File: src/rtl/rr_sel4.sv
// Round-robin selector driving the 2-bit select of a downstream 4:1 mux.
// Grants are held until done, request drop, or the hold limit; outputs are registered.
module rr_sel4 #(
   parameter int unsigned MAX_HOLD = 15,
   parameter int unsigned CNT_W    = 4
) (
   input  logic       clk,
   input  logic       reset_n,
   input  logic [3:0] req,
   input  logic       done,
   output logic [1:0] sel,
   output logic [3:0] grant,
   output logic       busy,
   output logic       timeout
);

   localparam logic [CNT_W-1:0] LIMIT = CNT_W'(MAX_HOLD - 1);

   typedef enum logic [0:0] {StIdle, StGrant} state_e;

   state_e           r_state;
   logic [1:0]       r_sel;
   logic [3:0]       r_grant;
   logic             r_busy;
   logic             r_timeout;
   logic [1:0]       r_ptr;
   logic [CNT_W-1:0] r_cnt;

   logic [1:0]       w_pick;
   logic             w_any;

   // Descending scan so the requester closest to r_ptr wins.
   always_comb begin
      w_pick = r_ptr;
      w_any  = |req;
      for (int k = 3; k >= 0; k--) begin
         if (req[r_ptr + 2'(k)]) begin
            w_pick = r_ptr + 2'(k);
         end
      end
   end

   always_ff @(posedge clk or negedge reset_n) begin
      if (!reset_n) begin
         r_state   <= StIdle;
         r_sel     <= 2'b00;
         r_grant   <= 4'b0000;
         r_busy    <= 1'b0;
         r_timeout <= 1'b0;
         r_ptr     <= 2'b00;
         r_cnt     <= '0;
      end else begin
         r_timeout <= 1'b0;
         case (r_state)
            StIdle: begin
               if (w_any) begin
                  r_sel   <= w_pick;
                  r_grant <= 4'b0001 << w_pick;
                  r_busy  <= 1'b1;
                  r_cnt   <= '0;
                  r_state <= StGrant;
               end
            end
            StGrant: begin
               if (done || !req[r_sel]) begin
                  r_grant <= 4'b0000;
                  r_busy  <= 1'b0;
                  r_ptr   <= r_sel + 2'd1;
                  r_state <= StIdle;
               end else if (r_cnt == LIMIT) begin
                  r_grant   <= 4'b0000;
                  r_busy    <= 1'b0;
                  r_ptr     <= r_sel + 2'd1;
                  r_timeout <= 1'b1;
                  r_state   <= StIdle;
               end else begin
                  r_cnt <= r_cnt + 1'b1;
               end
            end
            default: r_state <= StIdle;
         endcase
      end
   end

   assign sel     = r_sel;
   assign grant   = r_grant;
   assign busy    = r_busy;
   assign timeout = r_timeout;

endmodule

File: config.mk
export PLATFORM = sky130hd
export DESIGN_NAME = rr_sel4
export DESIGN_NICKNAME = d
export VERILOG_FILES = /design/src/rtl/rr_sel4.sv
export SDC_FILE = /design/constraint.sdc
export NUM_CORES = 1
export LEC_CHECK = 0
export BUFFER_PORTS_ARGS = -buffer_cell sky130_fd_sc_hd__buf_2
export CAP_MARGIN = 10
export CORE_MARGIN = 1
export CORE_UTILIZATION = 52
export CTS_CLUSTER_DIAMETER = 60
export DETAILED_ROUTE_END_ITERATION = 7
export PLACE_DENSITY_LB_ADDON = 0.08
export SYNTH_ARGS = -nofsm -noshare
export SYNTH_HDL_FRONTEND = slang
export SYNTH_SLANG_ARGS = --single-unit
File: constraint.sdc
create_clock -name clk -period 2 [get_ports clk]
set_input_delay 0.2 -clock clk [delete_from_list [all_inputs] [get_ports clk]]
set_output_delay 0.2 -clock clk [all_outputs]
set_load 0.01 [all_outputs]
After elaboration in Yosys (flattened, before gate mapping)
Cells that the tools add are included.
{ "op_classes": {"addsub": 5, "magnitude_cmp": 5, "n_eq_ne": 5, "n_shift": 1, "muxes": 35, "bitwise": 1, "n_reduce_logical": 8} }
{ "op_table": {"columns": ["operator", "n"], "rows": [
  ["$mux W4", 6],
  ["$pmux W4 S2", 2],
  ["$lt A2 B3 Y1 const B", 5],
  ["$mux W1", 14],
  ["$mux W2", 6],
  ["$bmux W1 S2", 5],
  ["$ne A2 B2 Y1 const B", 3],
  ["$reduce_and A2 Y1", 3],
  ["$add A2 B1 Y2 const B", 2],
  ["$add A2 B2 Y2 const B", 2],
  ["$add A4 B1 Y4 const B", 1],
  ["$eq A4 B4 Y1 const B", 1],
  ["$pmux W1 S2", 2],
  ["$reduce_or A4 Y1", 1],
  ["$shl A1 B2 Y4 const A", 1],
  ["$ne A3 B1 Y1 const B", 1],
  ["$reduce_and A3 Y1", 1],
  ["$reduce_bool A2 Y1", 1],
  ["$logic_not A1 Y1", 1],
  ["$logic_or A1 B1 Y1", 1],
  ["$not A1 Y1", 1]
]} }
{ "word_totals": {"ff_bits": 15, "input_bits": 7} }

Logic depth before layout (Yosys ltp)
Gate-level depths: netlist of the first run.
{ "logic_depth": {"depth_word": 10, "depth_mapped": 6, "mapped_depth_nobuf": 6} }

Worst setup path after synthesis of the first run
No wires, ideal clock.
{ "synth_timing": {"kind": "reg-to-reg", "from": "reg r_sel[0], in the netlist sel[0]", "to": "reg r_ptr[1]", "setup_time_ns": 0.125, "arrival_ns": 1.440, "required_time_ns": 1.875, "path_slack_ns": 0.435, "path_stages_with_launch": 5, "period_less_slack_ns": 1.565, "cell_sequence": "dfrtp_1 or2_1 o22a_2 o21ai_4 mux2_4"} }
{ "synth_between": {"elab_chain_len": 6} }
{ "synth_rtl": {"columns": ["element", "line", "rtl"], "rows": [
  ["start, declared", "22", "logic [1:0] r_sel;"],
  ["start signal, assigned", "57", "r_sel <= w_pick;"],
  ["$bmux W1 S2", "65", "if (done || !req[r_sel]) begin"],
  ["$mux W1 (not written as such)", "65", null],
  ["$logic_not A1 Y1", "65", null],
  ["$logic_or A1 B1 Y1", "65", null],
  ["$reduce_bool A2 Y1 (no line)", null, null],
  ["$reduce_and A2 Y1 (no line)", null, null],
  ["end signal, assigned", "68", "r_ptr <= r_sel + 2'd1;"],
  ["end signal, assigned", "73", "r_ptr <= r_sel + 2'd1;"],
  ["end, declared", "26", "logic [1:0] r_ptr;"]
]} }
Several ways; a longest one is shown, not always the timed one. The select of a mux whose other input is x is not followed.
A chain may end at the register's enable or synchronous reset.

Worst setup path in the final report of the first run
{ "layout_timing": {"from": "reg r_cnt[0]", "to": "reg r_ptr[1]"} }
{ "layout_between": {"elab_chain_len": 3} }
{ "layout_rtl": {"columns": ["element", "line", "rtl"], "rows": [
  ["start, declared", "27", "logic [CNT_W-1:0] r_cnt;"],
  ["start signal, assigned", "77", "r_cnt <= r_cnt + 1'b1;"],
  ["$eq A4 B4 Y1", "70", "end else if (r_cnt == LIMIT) begin"],
  ["$reduce_bool A2 Y1 (no line)", null, null],
  ["$reduce_and A2 Y1 (no line)", null, null]
]} }
No other way between the ends.

==> metrics.cfg, run 1 <==
[setup_path]
reg2reg_to=r_ptr[1]$_DFFE_PN0P_
rr_worst_depth=6
worst-r2r-setup-slack_ns=0.33
worstPathArrival_ns=1.84
timing.rr.start=r_cnt[0]$_DFFE_PN0P_
cp_max_fo=7
critical-path-max-stage-delay_ns=0.41
path_cells=inv_1, ha_1, nand3_1, inv_1, o21ai_4, mux2_4
critical_path.most_common_cell=inv_1
crit_family=flip-flops
slowest_stage=dfrtp_1
critical_path_buf_inv_count=2
crit_type=flop to flop
cp-end-kind=flop
required_ns=2.17
startpoint_type=flop

[synthesis]
syn-num-nets=83
ys_warn_count=0
synth.distinct_cells=31
netlist_area_um2=804.5
syn_avg_cell_area_um2=10.87
ys_seq_area_frac=0.4666
syn_inst=74
yosys_register_bits=15

[floorplan]
core.rowCount=13
die_x_um=41.34
die_h_um=41.34
io_pins=15
dieArea_mm2=0.001709
initial_core_util=0.5888
core_mm2=0.001366

[cts]
clk_pin_slew_ns=0.09
clockRootBuffer=clkbuf_4
cts_sinks=15
cts_buffers=3
clock_tree.htree_level_count=1
clk_latency_ns=0.28
clockBufferDepth=2
cts_tree=built

[sta]
finalSetupTns_ns=0
worstMarginPinSlew_ns=0.4251
drv_slew=0
fin_worst_skew_ns=0.001306
hold-worst-slack_ns=0.3688
setup_violations=0
finalWorstSetupSlack_ns=0.3330
max_freq_ghz=0.5999
min_period_ns=1.667
fin_crit_sh=0.8335
rsz0062_at_grt=false
hold_viol_final=0
max_slew_margin=0.7166

[power_and_ir_drop]
p_int_uw=754.6
power.density_mw_per_mm2=1361
seqPwrFrac=0.423
power_switching_uw=507.5
power_mw=1.262
p_leak_nw=0.4714
p_clk_frac=0.134
power_switching_share=0.4021
pwr-share-comb=0.442
ir_worst_vdd_mv=0.9191

[global_route]
antenna_found_initial=0
overflow=0
grt_use_total=0.2362
grt_pass1_vias=561
grt_pass1_wl_mm=2.497
grt_max_degree=16

[route]
wl_mm=1.647
firstDrtPassIters=4
via_per_inst=6.121
wl_per_cell_um=15.39
num_vias=655
ant_nets=0
first_iter_violations=7
route.detailed.drc=0

[placed_design]
postPlaceCellArea_um2=889.6
portBuffers=14
dp.cells=102
dp_slack_ns=0.3714
dp_hpwl_mm=1.136
gp_congestion=0.8001

[cells_and_area]
design.final.nets=102
syn_to_final_growth_pct=15.24
final_cells=107
n_antenna_cell=0
drive_gt1_frac=0.2609
design_area_um2=927.1
mostFrequentLayoutCells=dfrtp_1, buf_2, nor2_1, mux2i_1
postLayoutCoreUtil=0.6786
final_common_cell=dfrtp_1

[status]
outcome=completed

[flow_run]
maxCapViolCount=0

[hold_path]
hold_class=primary input to asynchronous set/reset pin

Yosys cell counts:
library cell / n / area share
o21ba_2: 1 / 0.012
ha_1: 2 / 0.031
or2_1: 1 / 0.0078
o31a_1: 1 / 0.011
nand2b_1: 2 / 0.016
o211ai_1: 2 / 0.019
o21a_1: 1 / 0.0093
a21o_2: 1 / 0.011
o22a_2: 1 / 0.012
and3_1: 2 / 0.016
clkbuf_1: 1 / 0.0047
xor2_1: 1 / 0.011
o22a_1: 1 / 0.011
dfrtp_1: 15 / 0.47
inv_1: 3 / 0.014
a32o_1: 4 / 0.050
nand3_1: 2 / 0.012
o21ai_0: 3 / 0.019
o22ai_1: 2 / 0.016
a21o_1: 2 / 0.019
nor2b_1: 4 / 0.031
nor4_2: 1 / 0.016
mux2i_1: 5 / 0.062
a21boi_0: 1 / 0.0093
o21ai_4: 1 / 0.020
nor2_1: 5 / 0.023
nand2_1: 4 / 0.019
nand4_1: 2 / 0.016
a221o_1: 1 / 0.012
a21oi_1: 1 / 0.0062
mux2_4: 1 / 0.019
metal layers:
metal / wire (um) / vias up / global-route usage
li1: - / 315 / -
met1: 785 / 316 / 0.3345
met2: 759 / 22 / 0.3516
met3: 88 / 2 / 0.04787
met4: 13 / 0 / 0.09677
met5: 0 / - / 0
cells by family after synthesis:
| kind of cell | Yosys count | synth area share |
|---|---|---|
| xor gates and xnor gates | 1 | 0.01089 |
| AOI/OAI and AO/OA | 23 | 0.2364 |
| adders and majority gates | 2 | 0.03110 |
| and+or+nand+nor | 23 | 0.1555 |
| DFF | 15 | 0.4666 |
| muxes | 6 | 0.08087 |
| buffers and inverters | 4 | 0.01866 |
how the worst max path moves through the flow:
| stage | depth (start not counted) | startpoint | to | slack, ns |
|---|---|---|---|---|
| after CTS | 4 | sel[0]$_DFFE_PN0P_ | r_ptr[1]$_DFFE_PN0P_ | 0.34 |
| after floorplan | 4 | sel[0]$_DFFE_PN0P_ | r_ptr[1]$_DFFE_PN0P_ | 0.44 |
| final | 6 | r_cnt[0]$_DFFE_PN0P_ | r_ptr[1]$_DFFE_PN0P_ | 0.33 |
| after detailed placement | 4 | sel[0]$_DFFE_PN0P_ | r_ptr[1]$_DFFE_PN0P_ | 0.37 |
| after global placement | 4 | sel[0]$_DFFE_PN0P_ | r_ptr[1]$_DFFE_PN0P_ | 0.39 |
| after global routing | 6 | r_cnt[0]$_DFFE_PN0P_ | r_ptr[1]$_DFFE_PN0P_ | 0.22 |
repair_timing:
action | 4_1_cts | 5_1_grt
hold endpoints to repair | 15 | 0
hold buffers | 1 | 0
setup buffers | 0 | 0
gates resized for setup | 0 | 0
flip-flops by register name, indices dropped and copies added (netlist names):
register,flops
sel,2
timeout,1
r_ptr,2
grant,4
r_cnt,4
busy,1
r_state,1
power groups by stage:
| stage | Combinational, mW | Sequential, mW | Clock (mW) |
|---|---|---|---|
| finish | 0.558 | 0.535 | 0.170 |
| global route | 0.620 | 0.553 | 0.193 |
| CTS | 0.560 | 0.535 | 0.175 |
| detailed placement | 0.547 | 0.538 | 0 |
| global placement | 0.538 | 0.535 | 0 |
| floorplan | 0.373 | 0.551 | 0 |
area by class of cell:
| cell class | instances | area [um2] |
|---|---|---|
| timing repair buffer | 15 | 80.08 |
| clock inverter | 1 | 5.005 |
| clock buffer | 3 | 22.52 |
| fill | 113 | 439.2 |
| tap | 15 | 18.77 |
| sequential | 15 | 375.4 |
| inverter | 3 | 11.26 |
| multi-input combinational | 55 | 414.1 |
Note: power is estimated with default switching activity, not from simulation.
==> run 2: changes to the inputs <==
--- a/config.mk
+++ b/config.mk
@@ -5,10 +5,11 @@
 export SDC_FILE = /design/constraint.sdc
 export NUM_CORES = 1
 export LEC_CHECK = 0
+export ABC_AREA = 1
 export BUFFER_PORTS_ARGS = -buffer_cell sky130_fd_sc_hd__buf_2
 export CAP_MARGIN = 10
 export CORE_MARGIN = 1
-export CORE_UTILIZATION = 52
+export CORE_UTILIZATION = 49
 export CTS_CLUSTER_DIAMETER = 60
 export DETAILED_ROUTE_END_ITERATION = 7
 export PLACE_DENSITY_LB_ADDON = 0.08
==> constraint.sdc (replaced) <==
create_clock -name clk -period 1.5 [get_ports clk]
set_input_delay 0.15 -clock clk [delete_from_list [all_inputs] [get_ports clk]]
set_output_delay 0.15 -clock clk [all_outputs]
set_load 0.01 [all_outputs]
==> run 2 against run 1 <==
  * Worst setup slack worse by 0.29 ns
  * Synthesized cell count rose by 73%
  * Clock skew up 0.0040 ns
  * Critical endpoint is now grant[2]$_DFFE_PN0P_
  * Cell count rose by 64%
  * Fmax increased by 14%
  * Critical path type unchanged
  * First-iteration DRC count up 100%
  * Die area rose by 25%
  * Count of clock-buffer cells in the layout grew 1
  * Global-route usage shrank 2.7 points
  * Worst hold slack worse by 0.19 ns
  * Via count increased by 35%
==> metrics.cfg, run 2 <==
[floorplan]
die_x_um=46.14
core.rowCount=15
dieArea_mm2=0.002129
core_mm2=0.001783
die_h_um=46.14
io_pins=15
initial_core_util=0.5354

[cts]
clockRootBuffer=clkbuf_4
clk_latency_ns=0.27
cts_sinks=15
clock_tree.htree_level_count=1
clockBufferDepth=2
clk_pin_slew_ns=0.09
cts_tree=built
cts_buffers=3

[sta]
worstMarginPinSlew_ns=0.3343
max_freq_ghz=0.6845
min_period_ns=1.461
fin_worst_skew_ns=0.005327
fin_crit_sh=0.9739
drv_slew=0
setup_violations=0
rsz0062_at_grt=true
hold_viol_final=0
finalWorstSetupSlack_ns=0.03915
finalSetupTns_ns=0
max_slew_margin=0.7771

[power_and_ir_drop]
p_leak_nw=0.6574
ir_worst_vdd_mv=1.069
power.density_mw_per_mm2=2162

[setup_path]
required_ns=1.66
crit_type=flop to flop
timing.rr.start=r_ptr[0]$_DFFE_PN0P_
worstPathArrival_ns=1.62
cp_max_fo=6
startpoint_type=flop
crit_start=r_ptr[0]$_DFFE_PN0P_
cp-end-kind=flop

[flow_run]
maxCapViolCount=0

[route]
via_per_inst=5.011
num_vias=882
first_iter_violations=14
wl_per_cell_um=11.32
firstDrtPassIters=4
route.detailed.drc=0
wl_mm=1.992
ant_nets=0

[cells_and_area]
final_common_cell=nand2_1
design_area_mm2=0.001197
syn_to_final_growth_pct=25.43
n_antenna_cell=0
drive_gt1_frac=0.4040
final_cells=176
mostFrequentLayoutCells=nand2_1, nand2_2, dfrtp_1, buf_2, nand3_1
design.final.nets=161

[synthesis]
synth_xor_area_frac=0.02752
ys_warn_count=0
yosys.area_share.simple=0.4246
ys_top_cells_by_area=dfrtp_1, nand2_1, nand2_2, nand3_1, o21ai_1
yosysMostFrequentCell=nand2_1
ys_seq_area_frac=0.3932
synth_edf_count=0
synth_area_leader_cell=dfrtp_1
yosys-mux-area-fraction=0
yosysTopAreaCellShare=0.3932
synthTopCellsByCount=nand2_1, dfrtp_1, nand2_2, nand3_1, inv_1
syn_avg_cell_area_um2=7.458
synth.distinct_cells=19
async_reset_ff_frac=1.000
yosys_register_bits=15
syn-num-nets=137
synth_top_family_by_area=simple AND/OR/NAND/NOR gates
syn_inst=128
synthAdderAreaFrac=0.02621
synth-compound-area-share=0.04980
ys.flop_type=dfrtp_1
netlist_area_um2=954.7

[global_route]
grt_max_degree=16
grt_pass1_wl_mm=3.077
antenna_found_initial=0
grt_use_total=0.2087
overflow=0
grt_pass1_vias=749

[placed_design]
dp.cells=168
portBuffers=14
postPlaceCellArea_mm2=0.001060
dp_slack_ns=0.06929
gp_congestion=0.8311
dp_hpwl_mm=1.482

[hold_path]
hold_class=primary input to flop
hp-start=done

[status]
outcome=completed

==> run 2: cell types whose count changed after synthesis, moves of 3 or more <==
cell,delta
inv_2,+6
nand2_2,+15
o21ai_1,+7
mux2i_1,-5
nand3_1,+12
a32o_1,-4
o21ai_0,-3
inv_1,+5
nor2b_1,-4
nand2_1,+40
==> run 2: cell families (layout without fill, tap and decap cells) <==
kind of cell               Yosys count  count (layout)
buffers and inverters               16              39
and+or+nand+nor                     83              83
DFF                                 15              15
adders and majority gates            2               2
xor gates and xnor gates             3               3
AOI/OAI and AO/OA                    9               9
==> run 2: worst paths after layout <==
check / end / cells past startpoint / slack (ns)
worst max-delay path: grant[2]$_DFFE_PN0P_ / 11 / 0.04
worst min-delay path: timeout$_DFF_PN0_ / 4 / 0.18
worst max register to register: grant[2]$_DFFE_PN0P_ / 11 / 0.04
worst min register to register: busy$_DFFE_PN0P_ / 2 / 0.47
max in group asynchronous: r_ptr[1]$_DFFE_PN0P_ / 2 / 0.94
min in group asynchronous: r_cnt[0]$_DFFE_PN0P_ / 2 / 0.30
==> run 2: stage by stage <==
stage	power (mW)	util	hold slack [ns]
finish	2.589	0.6716	0.1826
global route	2.837	0.6716	0.1893
CTS	2.320	0.6147	0.1753
detailed placement	2.087	0.5944	0.07289
global placement	2.058	0.5944	0.06499
floorplan	1.779	-	-0.1456
==> run 2: report_power, final <==
part           switching, mW  internal (mW)
clock network          0.120          0.103
logic                   1.00          0.641
registers              0.170          0.555
==> run 2: per-layer routing <==
metal	track usage	vias to the layer above	share of wire
met4	0.07059	0	0.016
met3	0.05882	4	0.028
met5	0	-	0
li1	-	458	-
met2	0.3324	14	0.48
met1	0.2711	406	0.47
==> run 2: area by class of cell <==
type | count | area [um2]
inverter | 15 | 71.32
fill | 162 | 585.6
timing repair buffer | 20 | 121.4
clock buffer | 4 | 26.28
tap | 25 | 31.28
multi-input combinational | 97 | 570.5
sequential | 15 | 376.6
==> run 2: what timing repair did <==
action	4_1_cts	5_1_grt
setup endpoints to repair	0	5
hold endpoints to repair	15	0
gates resized for setup	0	22
hold buffers	1	0
setup buffers	0	3
==> run 2: critical path, stage by stage, from the launching register on <==
cell and delay (ns):
dfrtp_1 0.40, buf_4 0.17, nand2_1 0.11, nand2_4 0.06
nand2_2 0.07, nand2_2 0.06, nor2_1 0.09, nand2_1 0.07
nand2_2 0.12, inv_2 0.05, nand4_1 0.09, nand2_1 0.06
==> run 3: changes to the inputs <==
--- a/config.mk
+++ b/config.mk
@@ -9,7 +9,8 @@
 export BUFFER_PORTS_ARGS = -buffer_cell sky130_fd_sc_hd__buf_2
 export CAP_MARGIN = 10
 export CORE_MARGIN = 1
-export CORE_UTILIZATION = 49
+export CORE_UTILIZATION = 59
+export CTS_BUF_LIST = sky130_fd_sc_hd__clkbuf_8
 export CTS_CLUSTER_DIAMETER = 60
 export DETAILED_ROUTE_END_ITERATION = 7
 export PLACE_DENSITY_LB_ADDON = 0.08
==> constraint.sdc (replaced) <==
create_clock -name clk -period 1.7 [get_ports clk]
set_input_delay 0.17 -clock clk [delete_from_list [all_inputs] [get_ports clk]]
set_output_delay 0.17 -clock clk [all_outputs]
set_load 0.01 [all_outputs]
==> run 3 against run 2 <==
  * Combinational power shrank 27%
  * Worst hold slack gained 0.040 ns
  * Sequential power shrank 13%
  * Count of clock-buffer cells in the layout shrank 1
  * Fmax is essentially flat
  * Wire length shrank 3.5%
  * Sequential share of layout area grew 2.5 points
  * Register-to-register slack gained 0.20 ns
  * Utilization grew 6.2 points
  * Via count shrank 0.34%
==> metrics.cfg, run 3 (synthesis gave the netlist of run 2 again) <==
[power_and_ir_drop]
power_switching_mw=1.035
power_mw=2.128
p_clk_frac=0.137
pwr-share-comb=0.566
ir_worst_vdd_mv=1.147
p_int_mw=1.093
power.density_mw_per_mm2=1926
power_switching_share=0.4863
seqPwrFrac=0.297
p_leak_nw=0.6292

[placed_design]
dp_hpwl_mm=1.516
gp_congestion=0.9093
portBuffers=14
dp_slack_ns=0.2444

[sta]
min_period_ns=1.461
fin_worst_skew_ns=0.007853
rsz0062_at_grt=false
setup_violations=0
max_freq_ghz=0.6843
worstMarginPinSlew_ns=0.3225
finalSetupTns_ns=0
finalWorstSetupSlack_ns=0.2387
fin_crit_sh=0.8596
max_slew_margin=0.7836
hold_viol_final=0
drv_slew=0

[route]
wl_mm=1.922
route.detailed.drc=0
firstDrtPassIters=4
first_iter_violations=11
ant_nets=0
num_vias=879
via_per_inst=5.360
wl_per_cell_um=11.72

[cts]
cts_sinks=15
clock_tree.htree_level_count=1
clk_latency_ns=0.25
cts_resized=0
cts_tree=built
clockRootBuffer=clkbuf_8
cts_buffers=3
clockBufferDepth=2
clk_pin_slew_ns=0.06

[floorplan]
die_x_um=42.23
core.rowCount=14
initial_core_util=0.6337
dieArea_mm2=0.001783
die_h_um=42.23
core_mm2=0.001506
io_pins=15

[setup_path]
startpoint_type=flop
crit_type=flop to flop
required_ns=1.89
worstPathArrival_ns=1.65
cp-end-kind=flop
cp_max_fo=6

[global_route]
antenna_found_initial=0
grt_use_total=0.2318
overflow=0
grt_max_degree=16
grt_pass1_vias=782
grt_pass1_wl_mm=3.194

[cells_and_area]
mostFrequentLayoutCells=nand2_1, nand2_2, dfrtp_1
drive_gt1_frac=0.3041
fillers=140
design.final.nets=158
syn_to_final_growth_pct=15.73
n_antenna_cell=0
final_common_cell=nand2_1

[flow_run]
maxCapViolCount=0

[status]
outcome=completed

[hold_path]
hold_class=primary input to flop

==> run 3: final cells by class <==
| cell class | instances | area [um2] | share of cell area |
|---|---|---|---|
| multi-input combinational | 97 | 504.2 | 0.4564 |
| sequential | 15 | 375.4 | 0.3398 |
| timing repair buffer | 17 | 95.09 | 0.08607 |
| inverter | 15 | 63.81 | 0.05776 |
| clock buffer | 3 | 41.29 | 0.03737 |
| tap | 16 | 20.02 | 0.01812 |
| clock inverter | 1 | 5.005 | 0.004530 |
==> run 3: path summary, 6_finish.rpt <==
| check | startpoint | to | slack [ns] | cells after the start |
|---|---|---|---|---|
| max | r_cnt[0]$_DFFE_PN0P_ | grant[2]$_DFFE_PN0P_ | 0.24 | 7 |
| min | done | timeout$_DFF_PN0_ | 0.22 | 4 |
| max reg2reg | r_cnt[0]$_DFFE_PN0P_ | grant[2]$_DFFE_PN0P_ | 0.24 | 7 |
| min reg2reg | busy$_DFFE_PN0P_ | busy$_DFFE_PN0P_ | 0.47 | 2 |
| max in group asynchronous | reset_n | grant[0]$_DFFE_PN0P_ | 1.10 | 2 |
| min in group asynchronous | reset_n | busy$_DFFE_PN0P_ | 0.35 | 2 |
==> run 3: stage by stage <==
stage / cell area, um2 / util / hold slack, ns / cells
2_1_floorplan: 954.7 / - / -0.1256 / 128
4_1_cts: 1105 / 0.7334 / 0.2231 / 164
3_5_place_dp: 1049 / 0.6960 / 0.08759 / 159
5_1_grt: 1105 / 0.7334 / 0.2489 / 164
6_report: 1105 / 0.7334 / 0.2226 / 164
3_3_place_gp: 1049 / 0.6960 / 0.08637 / 159
==> run 3: worst max-delay path, cell delays in order (launching register included) <==
cell     delay [ns]
dfrtp_1        0.37
inv_1          0.08
ha_1           0.19
nand3_1        0.17
nand4_4        0.17
o21ai_1        0.23
nand2_1        0.09
nand2_1        0.08
==> run 3: what timing repair did <==
action,in CTS,in global routing
setup endpoints to repair,0,0
hold buffers,1,0
endpoints found under the hold margin,15,0
buffers inserted,0,0
==> run 3: metal layers <==
metal	GRT usage	vias to the layer above	part of all wire
met1	0.3116	397	0.44
met5	0	-	0
met2	0.3815	29	0.49
li1	-	450	-
met4	0.05625	0	0.012
met3	0.05172	3	0.061
==> run 3: power groups by stage <==
stage	sequential, mW	combinational, mW	clock [mW]
global route	0.654	1.36	0.306
finish	0.632	1.20	0.292
detailed placement	0.638	1.20	0
CTS	0.632	1.21	0.296
global placement	0.629	1.17	0
floorplan	0.639	0.930	0
